**src/rtl/hyperbus_pkg.sv**
```systemverilog
// Shared definitions for the HyperBus multi-port transfer front end.
//   MaxPortIdxW     : storage width of a port index inside the order FIFOs
//   order_entry_t   : one order-FIFO entry (index of the owning initiator port)
//   port_idx_width(): width needed to address NumPorts ports (never below 1)
package hyperbus_pkg;

    localparam int unsigned MaxPortIdxW = 8;

    typedef logic [MaxPortIdxW-1:0] order_entry_t;

    function automatic int unsigned port_idx_width(input int unsigned num_ports);
        return (num_ports <= 1) ? 1 : $clog2(num_ports);
    endfunction

endpackage

```
**src/rtl/hyperbus_trans_mux_fifo.sv**
```systemverilog
// Order FIFO holding the port index of each accepted transfer, oldest first.
//   clk_i, rst_i : system clock, asynchronous active-high reset
//   push_i/data_i: enqueue one entry (ignored when full unless popping too)
//   pop_i        : dequeue the head entry (ignored when empty)
//   data_o       : head entry, 0 when empty
//   full_o/empty_o
module hyperbus_trans_mux_fifo
    import hyperbus_pkg::*;
#(
    parameter int unsigned Depth = 4
) (
    input  logic         clk_i,
    input  logic         rst_i,
    input  logic         push_i,
    input  order_entry_t data_i,
    input  logic         pop_i,
    output order_entry_t data_o,
    output logic         full_o,
    output logic         empty_o
);

    localparam int unsigned PtrW = $clog2(Depth);

    order_entry_t    mem_q [Depth];
    order_entry_t    mem_d [Depth];
    logic [PtrW:0]   wr_ptr_q, wr_ptr_d;
    logic [PtrW:0]   rd_ptr_q, rd_ptr_d;
    logic            pop_ok, push_ok;

    // Extra pointer MSB distinguishes full from empty when the low bits match.
    assign empty_o = (wr_ptr_q == rd_ptr_q);
    assign full_o  = (wr_ptr_q[PtrW] != rd_ptr_q[PtrW]) &&
                     (wr_ptr_q[PtrW-1:0] == rd_ptr_q[PtrW-1:0]);
    assign data_o  = empty_o ? '0 : mem_q[rd_ptr_q[PtrW-1:0]];

    // A pop in the same cycle frees the slot a push on a full FIFO needs.
    assign pop_ok  = pop_i && !empty_o;
    assign push_ok = push_i && (!full_o || pop_ok);

    always_comb begin
        mem_d    = mem_q;
        wr_ptr_d = wr_ptr_q;
        rd_ptr_d = rd_ptr_q;
        if (push_ok) begin
            mem_d[wr_ptr_q[PtrW-1:0]] = data_i;
            wr_ptr_d = wr_ptr_q + 1'b1;
        end
        if (pop_ok) begin
            rd_ptr_d = rd_ptr_q + 1'b1;
        end
    end

    always_ff @(posedge clk_i or posedge rst_i) begin
        if (rst_i) begin
            wr_ptr_q <= '0;
            rd_ptr_q <= '0;
            for (int i = 0; i < int'(Depth); i++) begin
                mem_q[i] <= '0;
            end
        end else begin
            wr_ptr_q <= wr_ptr_d;
            rd_ptr_q <= rd_ptr_d;
            mem_q    <= mem_d;
        end
    end

endmodule

```
**src/rtl/hyperbus_trans_mux.sv**
```systemverilog
// Multi-port front end of the HyperBus controller: round-robin merges the
// transfer requests of NumPorts initiators onto one transfer channel and routes
// TX data, RX data and B responses to/from the originating port in order.
//   in_trans_* : per-port transfer descriptor handshakes (merged onto trans_*)
//   in_tx_*    : per-port write data (merged onto tx_*, W-order head only)
//   in_rx_*    : read data, broadcast payload, per-port valid (R-order head)
//   in_b_*     : write response, broadcast error, per-port valid (B-order head)
//   outstanding_o / trans_active_o : accepted-but-uncompleted transfer count
module hyperbus_trans_mux
    import hyperbus_pkg::*;
#(
    parameter int unsigned NumPorts       = 2,
    parameter int unsigned NumChips       = 2,
    parameter int unsigned TransWidth     = 64,
    parameter int unsigned TxWidth        = 37,
    parameter int unsigned RxWidth        = 33,
    parameter int unsigned MaxOutstanding = 4
) (
    input  logic                               clk_i,
    input  logic                               rst_i,

    input  logic [NumPorts*TransWidth-1:0]     in_trans_i,
    input  logic [NumPorts*NumChips-1:0]       in_trans_cs_i,
    input  logic [NumPorts-1:0]                in_trans_write_i,
    input  logic [NumPorts-1:0]                in_trans_valid_i,
    output logic [NumPorts-1:0]                in_trans_ready_o,

    input  logic [NumPorts*TxWidth-1:0]        in_tx_i,
    input  logic [NumPorts-1:0]                in_tx_last_i,
    input  logic [NumPorts-1:0]                in_tx_valid_i,
    output logic [NumPorts-1:0]                in_tx_ready_o,

    output logic [RxWidth-1:0]                 in_rx_o,
    output logic                               in_rx_last_o,
    output logic [NumPorts-1:0]                in_rx_valid_o,
    input  logic [NumPorts-1:0]                in_rx_ready_i,

    output logic                               in_b_error_o,
    output logic [NumPorts-1:0]                in_b_valid_o,
    input  logic [NumPorts-1:0]                in_b_ready_i,

    output logic [TransWidth-1:0]              trans_o,
    output logic [NumChips-1:0]                trans_cs_o,
    output logic                               trans_write_o,
    output logic                               trans_valid_o,
    input  logic                               trans_ready_i,

    output logic [TxWidth-1:0]                 tx_o,
    output logic                               tx_last_o,
    output logic                               tx_valid_o,
    input  logic                               tx_ready_i,

    input  logic [RxWidth-1:0]                 rx_i,
    input  logic                               rx_last_i,
    input  logic                               rx_valid_i,
    output logic                               rx_ready_o,

    input  logic                               b_error_i,
    input  logic                               b_valid_i,
    output logic                               b_ready_o,

    output logic [$clog2(MaxOutstanding+1)-1:0] outstanding_o,
    output logic                               trans_active_o
);

    localparam int unsigned IdxW = port_idx_width(NumPorts);
    localparam int unsigned CntW = $clog2(MaxOutstanding + 1);

    logic [IdxW-1:0] rr_ptr_q, rr_ptr_d;
    logic [IdxW-1:0] lock_idx_q, lock_idx_d;
    logic            lock_q, lock_d;
    logic [CntW-1:0] count_q, count_d;

    logic [IdxW-1:0] grant_idx, cand;
    logic            grant_any, grant_write, block, trans_hs;

    order_entry_t    push_entry, w_head, b_head, r_head;
    logic            w_full, w_empty, b_full, b_empty, r_full, r_empty;
    logic            w_push, r_push, w_pop, b_pop, r_pop;
    logic            rx_route, b_route;

    // Round-robin search from the pointer; a stalled grant stays locked so the
    // offered descriptor cannot change until it is taken.
    always_comb begin
        grant_idx = '0;
        grant_any = 1'b0;
        cand      = '0;
        if (lock_q) begin
            grant_idx = lock_idx_q;
            grant_any = in_trans_valid_i[lock_idx_q];
        end else begin
            for (int i = 0; i < int'(NumPorts); i++) begin
                cand = IdxW'((32'(rr_ptr_q) + 32'(i)) % NumPorts);
                if (!grant_any && in_trans_valid_i[cand]) begin
                    grant_any = 1'b1;
                    grant_idx = cand;
                end
            end
        end
    end

    assign grant_write = in_trans_write_i[grant_idx];

    // Writes occupy both a W and a B slot, reads an R slot.
    assign block = rst_i || (count_q == CntW'(MaxOutstanding)) ||
                   (grant_write ? (w_full || b_full) : r_full);

    assign trans_valid_o = grant_any && !block;
    assign trans_hs      = trans_valid_o && trans_ready_i;

    always_comb begin
        in_trans_ready_o = '0;
        trans_o          = '0;
        trans_cs_o       = '0;
        trans_write_o    = 1'b0;
        for (int p = 0; p < int'(NumPorts); p++) begin
            if (trans_valid_o && grant_idx == IdxW'(p)) begin
                in_trans_ready_o[p] = trans_ready_i;
                trans_o             = in_trans_i[p*TransWidth +: TransWidth];
                trans_cs_o          = in_trans_cs_i[p*NumChips +: NumChips];
                trans_write_o       = in_trans_write_i[p];
            end
        end
    end

    always_comb begin
        rr_ptr_d   = rr_ptr_q;
        lock_d     = lock_q;
        lock_idx_d = lock_idx_q;
        if (trans_hs) begin
            lock_d   = 1'b0;
            rr_ptr_d = IdxW'((32'(grant_idx) + 32'd1) % NumPorts);
        end else if (trans_valid_o) begin
            lock_d     = 1'b1;
            lock_idx_d = grant_idx;
        end
    end

    assign push_entry = order_entry_t'(grant_idx);
    assign w_push     = trans_hs && grant_write;
    assign r_push     = trans_hs && !grant_write;

    hyperbus_trans_mux_fifo #(.Depth(MaxOutstanding)) i_w_fifo (
        .clk_i, .rst_i, .push_i(w_push), .data_i(push_entry), .pop_i(w_pop),
        .data_o(w_head), .full_o(w_full), .empty_o(w_empty)
    );

    hyperbus_trans_mux_fifo #(.Depth(MaxOutstanding)) i_b_fifo (
        .clk_i, .rst_i, .push_i(w_push), .data_i(push_entry), .pop_i(b_pop),
        .data_o(b_head), .full_o(b_full), .empty_o(b_empty)
    );

    hyperbus_trans_mux_fifo #(.Depth(MaxOutstanding)) i_r_fifo (
        .clk_i, .rst_i, .push_i(r_push), .data_i(push_entry), .pop_i(r_pop),
        .data_o(r_head), .full_o(r_full), .empty_o(r_empty)
    );

    // Only the port at the W head can move write data.
    always_comb begin
        in_tx_ready_o = '0;
        tx_valid_o    = 1'b0;
        tx_last_o     = 1'b0;
        tx_o          = '0;
        for (int p = 0; p < int'(NumPorts); p++) begin
            if (!w_empty && w_head == order_entry_t'(p)) begin
                in_tx_ready_o[p] = tx_ready_i;
                tx_valid_o       = in_tx_valid_i[p];
                tx_last_o        = in_tx_valid_i[p] && in_tx_last_i[p];
                tx_o             = in_tx_valid_i[p] ? in_tx_i[p*TxWidth +: TxWidth] : '0;
            end
        end
    end

    assign w_pop = tx_valid_o && tx_ready_i && tx_last_o;

    // With no owner queued, rx/b ready stays low so the beat waits upstream.
    always_comb begin
        in_rx_valid_o = '0;
        rx_ready_o    = 1'b0;
        in_b_valid_o  = '0;
        b_ready_o     = 1'b0;
        for (int p = 0; p < int'(NumPorts); p++) begin
            if (!r_empty && r_head == order_entry_t'(p)) begin
                in_rx_valid_o[p] = rx_valid_i;
                rx_ready_o       = in_rx_ready_i[p];
            end
            if (!b_empty && b_head == order_entry_t'(p)) begin
                in_b_valid_o[p] = b_valid_i;
                b_ready_o       = in_b_ready_i[p];
            end
        end
    end

    assign rx_route     = !r_empty && rx_valid_i;
    assign in_rx_o      = rx_route ? rx_i : '0;
    assign in_rx_last_o = rx_route && rx_last_i;
    assign r_pop        = rx_valid_i && rx_ready_o && rx_last_i;

    assign b_route      = !b_empty && b_valid_i;
    assign in_b_error_o = b_route && b_error_i;
    assign b_pop        = b_valid_i && b_ready_o;

    // Every completion matches an earlier accept, so the count cannot underflow.
    always_comb begin
        count_d = count_q + CntW'(trans_hs) - CntW'(b_pop) - CntW'(r_pop);
    end

    assign outstanding_o  = count_q;
    assign trans_active_o = (count_q != '0);

    always_ff @(posedge clk_i or posedge rst_i) begin
        if (rst_i) begin
            rr_ptr_q   <= '0;
            lock_q     <= 1'b0;
            lock_idx_q <= '0;
            count_q    <= '0;
        end else begin
            rr_ptr_q   <= rr_ptr_d;
            lock_q     <= lock_d;
            lock_idx_q <= lock_idx_d;
            count_q    <= count_d;
        end
    end

endmodule

```
**config.mk**
```make
export PLATFORM = sky130hd
export DESIGN_NAME = hyperbus_trans_mux
export DESIGN_NICKNAME = d
export VERILOG_FILES = /design/src/rtl/hyperbus_pkg.sv /design/src/rtl/hyperbus_trans_mux_fifo.sv /design/src/rtl/hyperbus_trans_mux.sv
export SDC_FILE = /design/constraint.sdc
export NUM_CORES = 1
export LEC_CHECK = 0
export BUFFER_PORTS_ARGS = -buffer_cell sky130_fd_sc_hd__buf_4
export CAP_MARGIN = 10
export CORE_AREA = 2 2 162 164
export DETAILED_ROUTE_END_ITERATION = 8
export DIE_AREA = 0 0 164 166
export PLACE_DENSITY = 0.43
export SLEW_MARGIN = 20
export SYNTH_ARGS = -nofsm -noshare
export SYNTH_HDL_FRONTEND = slang
export SYNTH_SLANG_ARGS = --single-unit
```
**constraint.sdc**
```tcl
create_clock -name clk_i -period 3.1 [get_ports clk_i]
set_input_delay 0.31 -clock clk_i [delete_from_list [all_inputs] [get_ports clk_i]]
set_output_delay 0.31 -clock clk_i [all_outputs]
set_load 0.03 [all_outputs]
```
; Yosys cells after proc, flatten, opt, wreduce, memory -nomap -nowiden
; Index checks and enable logic that the tools add are counted.
[totals]
input_bits = 259
regBits = 120
out_inout_bits = 156
[classes]
mux = 66
n_reduce_logical = 57
add_sub_neg = 11
n_bitwise = 8
n_lt_le_gt_ge = 13
n_eq_ne = 13
[op_table]
columns = operator, count
row1 = $mux 37, 4
row2 = $mux 64, 2
row3 = $bwmux 32, 3
row4 = $mux 8, 12
row5 = $bmux 8 s2, 3
row6 = $demux 8 s2, 3
row7 = $logic_and 1x1->1, 36
row8 = $mux 1, 36
row9 = $mux 33, 1
row10 = $eq 8x1->1 const B, 3
row11 = $logic_not 8->1, 3
row12 = $add 3x1->3 const B, 6
row13 = $ge 3x3->1 const B, 6
row14 = $not 2->3, 6
row15 = $eq 3x3->1, 3
row16 = $logic_not 1->1, 9
row17 = $lt 3x1->1 const B, 3
row18 = $lt 1x2->1 const B, 4
row19 = $eq 2x2->1, 3
row20 = $logic_or 1x1->1, 6
row21 = $sub 3x1->3, 2
row22 = $mux 2, 2
row23 = $add 3x1->3, 1
row24 = $eq 3x3->1 const B, 1
row25 = 6 further kinds, 10

; Logic depth before layout (Yosys ltp)
[logic_depth]
word_depth = 18
mapped_depth = 10

; Cells and area by module
; Synthesis repeated with hierarchy kept, for this count alone.
[hier_totals]
cells_unflattened = 747
area_unflattened_um2 = 8059.0
[by_module_without_submodules]
columns = mod, instances, cells_each, area_per_inst_um2, seq_area_each_um2
row1 = hyperbus_trans_mux_fifo, 3, 120, 1949.4, 950.9
row2 = hyperbus_trans_mux, 1, 387, 2210.9, 150.1

; Worst setup path before layout
; Ideal clock, no wire load.
[synth_path]
path_type = register to register
start = register count_q[0] (netlist: outstanding_o[0])
end = register rr_ptr_q
arrival_ns = 3.039
path_stages_with_launch = 6
required_ns = 3.021
slack_ns = -0.018
n_path_buf = 0
path_cell_list = dfrtp_1 > inv_1 > a31oi_1 > nand4_1 > a2111oi_0 > o21bai_1
[synth_between]
elab_chain_cells = 6
[synth_rtl]
columns = item, line_no
row1 = "start, declared", hyperbus_trans_mux.sv:72  ; logic [CntW-1:0] count_q, count_d;
row2 = "start signal, assigned", hyperbus_trans_mux.sv:221  ; count_q <= count_d;
row3 = $eq 3x3->1, hyperbus_trans_mux.sv:105  ; assign block = rst_i || (count_q == CntW'(MaxOutstanding)) ||
row4 = $logic_or 1x1->1 (2 in a row), hyperbus_trans_mux.sv:105
row5 = $logic_not 1->1, hyperbus_trans_mux.sv:108  ; assign trans_valid_o = grant_any && !block;
row6 = $logic_and 1x1->1, hyperbus_trans_mux.sv:108
row7 = $logic_and 1x1->1, hyperbus_trans_mux.sv:109  ; assign trans_hs = trans_valid_o && trans_ready_i;
row8 = "end signal, assigned", hyperbus_trans_mux.sv:218  ; rr_ptr_q <= rr_ptr_d;
row9 = "end, declared", hyperbus_trans_mux.sv:69  ; logic [IdxW-1:0] rr_ptr_q, rr_ptr_d;
; No other way between the ends.
; A chain may end at the register's enable or synchronous reset.

; Final worst setup path
[layout_path]
start = register i_r_fifo.rd_ptr_q[0]
end = output port trans_o[36]
[layout_between]
elab_chain_cells = 9
word_cells_on_any_way = 10
cone_classes = eq/ne (1) / mux (3) / reduce/logical (6)
[layout_rtl]
columns = item, line_no
row1 = "start, declared", hyperbus_trans_mux_fifo.sv:27  ; logic [PtrW:0] rd_ptr_q, rd_ptr_d;
row2 = "start signal, assigned", hyperbus_trans_mux_fifo.sv:62  ; rd_ptr_q <= rd_ptr_d;
row3 = $eq 2x2->1 (*), hyperbus_trans_mux_fifo.sv:33  ; (wr_ptr_q[PtrW-1:0] == rd_ptr_q[PtrW-1:0]);
row4 = $logic_and 1x1->1 (*), hyperbus_trans_mux_fifo.sv:32  ; assign full_o = (wr_ptr_q[PtrW] != rd_ptr_q[PtrW]) &&
row5 = $mux 1 (*), hyperbus_trans_mux.sv:106  ; (grant_write ? (w_full || b_full) : r_full);
row6 = $logic_or 1x1->1 (*), hyperbus_trans_mux.sv:105
row7 = $logic_not 1->1 (*), hyperbus_trans_mux.sv:108
row8 = $logic_and 1x1->1 (*), hyperbus_trans_mux.sv:108
row9 = $logic_and 1x1->1, hyperbus_trans_mux.sv:117  ; if (trans_valid_o && grant_idx == IdxW'(p)) begin
row10 = $mux 64, hyperbus_trans_mux.sv:117
row11 = $mux 64 (*), hyperbus_trans_mux.sv:117
row12 = "end, declared", hyperbus_trans_mux.sv:42  ; output logic [TransWidth-1:0] trans_o,
; Every way passes the cells marked *; elsewhere a longest branch is shown, timed or not.

==> flow_summary.rst <==
.. list-table::
   :header-rows: 1

   * - Metric
     - Value
   * - Gates resized, CTS repair
     - 0
   * - Fin worst setup slack
     - 233 ps
   * - Adder-cell area share of the yosys netlist
     - 0.0673
   * - Met1 track demand over resource in global routing
     - 0.158
   * - Cell class contributing the biggest share of worst-path delay
     - simple AND/OR/NAND/NOR gates
   * - First DRT Iteration DRCs
     - 265
   * - Number of detailed-routing iterations run before antenna repair
     - 5
   * - Type of element capturing the critical path
     - output port
   * - DR vias/cell
     - 4.08
   * - Final Skew
     - 5.38 ps
   * - Wire length of the first global-routing pass
     - 26800 µm
   * - Number of synthesized register bits
     - 36
   * - Count of port buffers added during placement
     - 414
   * - Overall Global Routing Usage
     - 0.124
   * - Switching power as a share of total power
     - 0.542
   * - Layout Cells excl Fill
     - 1168
   * - Grt ovf
     - 0
   * - Largest stage delay, worst path
     - 450 ps
   * - Number of setup violations in the final report
     - 0
   * - Worst min-delay path category
     - input port to flip-flop
   * - Power spent charging and discharging nets
     - 0.00390 W
   * - Combined buffer and inverter count along the critical path
     - 2
   * - Worst-margin pin slew
     - 891 ps
   * - Antenna Diode Count
     - 0
   * - Post-Place Setup Slack
     - 280 ps
   * - Total count of hold-check failures in the final report
     - 0
   * - Share of the synthesized netlist area taken by xor and xnor gates
     - 0.0553
   * - Max Cap Violations
     - 0
   * - Register-to-register path setup slack
     - 340 ps
   * - Remaining antenna violation count after routing
     - 0
   * - TritonCTS Buffers
     - 5
   * - Source of the worst register-to-register timing path
     - i_r_fifo.rd_ptr_q[0]
   * - Leakage dissipation
     - 3.87 nW
   * - Dominant combinational cell family by area after synthesis
     - compound AO/OA/AOI/OAI gates
   * - Setup TNS
     - 0 ps
   * - NumNets Final
     - 1110
   * - Number of buffers on the longest clock path
     - 2
   * - Power density relative to cell area
     - 986 mW/mm²
   * - Fraction of registers with async set/reset
     - 1.00
   * - Most used cells in the layout excluding fill and tap cells
     - sky130_fd_sc_hd__buf_4 (428), sky130_fd_sc_hd__nor2_1 (73), sky130_fd_sc_hd__a22oi_1 (66)
   * - Clock period minus final worst setup slack
     - 2870 ps
   * - Number of max-slew violations in the final report
     - 0
   * - Die Ht
     - 166 µm
   * - # DRC
     - 0
   * - Worst Path Max Fanout
     - 10
   * - Post-synthesis net count
     - 709
   * - Logic gate share of total power
     - 0.802
   * - Critical Path, Cell by Cell
     - xnor2_1 -> nand3b_1 -> nor2_1 -> nor2_4 -> buf_4 -> a22oi_1 -> nor2_1 -> buf_4
   * - Sink count of the clock tree
     - 36
   * - Count of different cell masters after synthesis
     - 45
   * - Maximum level of the CTS H-tree
     - 2
   * - Total placed instance area
     - 0.00711 mm²
   * - Sequential cell area fraction in the yosys report
     - 0.247
   * - Area inside the core boundary
     - 0.0256 mm²
   * - Met3 routing resource usage after global routing
     - 0.0190
   * - Via count of the first global-routing pass
     - 4601
   * - Starting utilization of the core area
     - 0.142
   * - Final Wtd Congestion
     - 0.821
   * - Highest Clock Rate
     - 349 MHz
   * - Internal
     - 0.00329 W
   * - Capturing point of the worst reg2reg path
     - outstanding_o[2]
   * - Met2 routing resource usage after global routing
     - 0.221
   * - Relative slew slack
     - 0.406
   * - I/O pin total
     - 415
   * - Average cell area after synthesis
     - 8.45 µm²
   * - Startpoint types
     - flip-flop
   * - Horizontal die dimension
     - 164 µm
   * - Unrepaired setup endpoints after global routing
     - no
   * - Post-route cell area
     - 0.00730 mm²
   * - Area growth from synthesis to layout
     - 100%
   * - CTS tree
     - built
   * - Number of flops mapped to enable cells by yosys
     - 0
   * - Average wire length per cell after detail routing
     - 15.9 µm
   * - Fraction of power consumed by the clock network
     - 0.070
   * - Final wirelength
     - 18600 µm
   * - Portion of the clock cycle consumed by the worst path in the final layout
     - 0.925
   * - Commonest non-fill, non-tap cell in the layout
     - sky130_fd_sc_hd__buf_4
   * - Fraction of final layout cells sized beyond drive strength 1
     - 0.559
   * - WP data arrival
     - 2560 ps
   * - Initial antenna violation count
     - 0
   * - Worst r2r path cells
     - 9
   * - Critical path type
     - flip-flop to output port
   * - Sequential share of power
     - 0.128
   * - Total via count after detailed routing
     - 4766
   * - Insertion delay to the later sink of the worst-skew pair
     - 280 ps
   * - Simple-Gate Fraction of Synth Area
     - 0.226
   * - Half-perimeter wire length of the detailed placement result
     - 15100 µm
   * - Yosys warning total
     - 0
   * - Startpoint of the worst hold path
     - tx_ready_i
   * - Multiplexer share of the synthesized area
     - 0.0845
   * - Clock root cell
     - sky130_fd_sc_hd__clkbuf_16
   * - Maximum number of pins on one net before global-route repair
     - 67
   * - Summed instance area of the synthesized netlist
     - 0.00364 mm²
   * - Slowest stage cell, crit path
     - sky130_fd_sc_hd__nor2_1
   * - Required time of the worst setup path
     - 2790 ps
   * - Hold Path Stages
     - 3
   * - Highest ir drop seen on vdd
     - 0.436 mV
   * - Run status
     - complete, no violations
   * - End of the worst hold path
     - i_w_fifo.rd_ptr_q[2]
   * - Die outline area
     - 0.0272 mm²
   * - Number of placement rows
     - 59
   * - Number of cells produced by synthesis
     - 431
   * - Number of cells in the design after placement
     - 1155
   * - Layer carrying the most global-route usage
     - met2
   * - Dominant register cell in the synthesized netlist
     - sky130_fd_sc_hd__dfrtp_1
   * - Clock slew at reported path FFs
     - 60 ps
   * - Complex-gate fraction of the synthesized area
     - 0.254
per-layer routing:
metal / routed length, µm / up-vias
met4: 203 / 0
met5: 0 / -
met2: 9290 / 181
met1: 7760 / 2195
met3: 1320 / 14
li1: - / 2376
cell usage after synthesis (all sizes together) (5+ instances only):
library cell / count / share of area
nor2: 75 / 0.077
o21ai: 5 / 0.010
dfrtp: 36 / 0.25
a22o: 37 / 0.089
xnor2: 16 / 0.038
nand3: 5 / 0.0069
inv: 12 / 0.012
nand2: 21 / 0.025
and2: 5 / 0.0086
buf: 17 / 0.031
a22oi: 66 / 0.14
mux2: 17 / 0.058
clkbuf: 21 / 0.022
xor2: 7 / 0.017
and3: 39 / 0.067
ha: 18 / 0.062
cell type report:
class                           instances  area [µm²]
Clock inverter                          2        10.0
Fill cell                            2822       18300
Inverter                               12        45.0
Clock buffer                            6         139
Timing Repair Buffer                  431        3260
Tap cell                              335         419
Sequential cell                        36         901
Multi-Input combinational cell        346        2520
worst min-delay path: cells and delay by family:
family        cells  cell delay (ps)
buf+inv           1              120
xor+xnor          1               60
simple gates      1               80
flip-flops by register name (all words and copies together), names as in the netlist:
name               cells
i_b_fifo.mem_q         4
i_r_fifo.mem_q         4
i_w_fifo.mem_q         4
i_b_fifo.rd_ptr_q      3
i_b_fifo.wr_ptr_q      3
i_r_fifo.rd_ptr_q      3
i_r_fifo.wr_ptr_q      3
i_w_fifo.rd_ptr_q      3
i_w_fifo.wr_ptr_q      3
outstanding_o          3
lock_idx_q             1
lock_q                 1
rr_ptr_q               1
timing repair:
action                                  CTS  global route
hold endpoints to repair                  3             0
setup buffers                             0             3
endpoints found under the setup margin    0            37
hold buffers                              1             0
how the worst max path moves through the flow:
stage	slack, ps	depth (start not counted)	start	end
global route	40	7	i_r_fifo.wr_ptr_q[2]	trans_o[41]
finish	230	8	i_r_fifo.rd_ptr_q[0]	trans_o[36]
global placement	370	9	i_r_fifo.rd_ptr_q[0]	outstanding_o[2]
detailed placement	280	9	i_r_fifo.rd_ptr_q[0]	outstanding_o[2]
CTS	30	8	i_r_fifo.wr_ptr_q[2]	trans_o[22]
floorplan	430	5	outstanding_o[0]	rr_ptr_q
cells by family (layout without fill, tap and decap cells):
kind of cell / after synthesis / in the layout
muxes: 23 / 23
buffers and inverters: 50 / 451
adders and majority gates: 19 / 19
DFF: 36 / 36
and+or+nand+nor: 163 / 164
AOI/OAI and AO/OA: 117 / 117
xor gates and xnor gates: 23 / 23
power by group through the flow:
stage | Clock, W | Combinational (W) | Sequential [W]
floorplan | 0 | 0.00372 | 0.000906
global placement | 0 | 0.00578 | 0.000934
detailed placement | 0 | 0.00575 | 0.000933
CTS | 0.000520 | 0.00577 | 0.000927
global route | 0.000539 | 0.00623 | 0.000956
finish | 0.000503 | 0.00577 | 0.000920
per-stage QoR:
step | hold slack (ps) | utilization | power [W]
5_1_grt | 377 | 0.285 | 0.00772
6_report | 343 | 0.285 | 0.00720
2_1_floorplan | 453 | - | 0.00463
3_5_place_dp | 220 | 0.278 | 0.00668
4_1_cts | 342 | 0.284 | 0.00722
3_3_place_gp | 220 | 0.278 | 0.00672
Note: power is estimated with default switching activity, not from simulation.
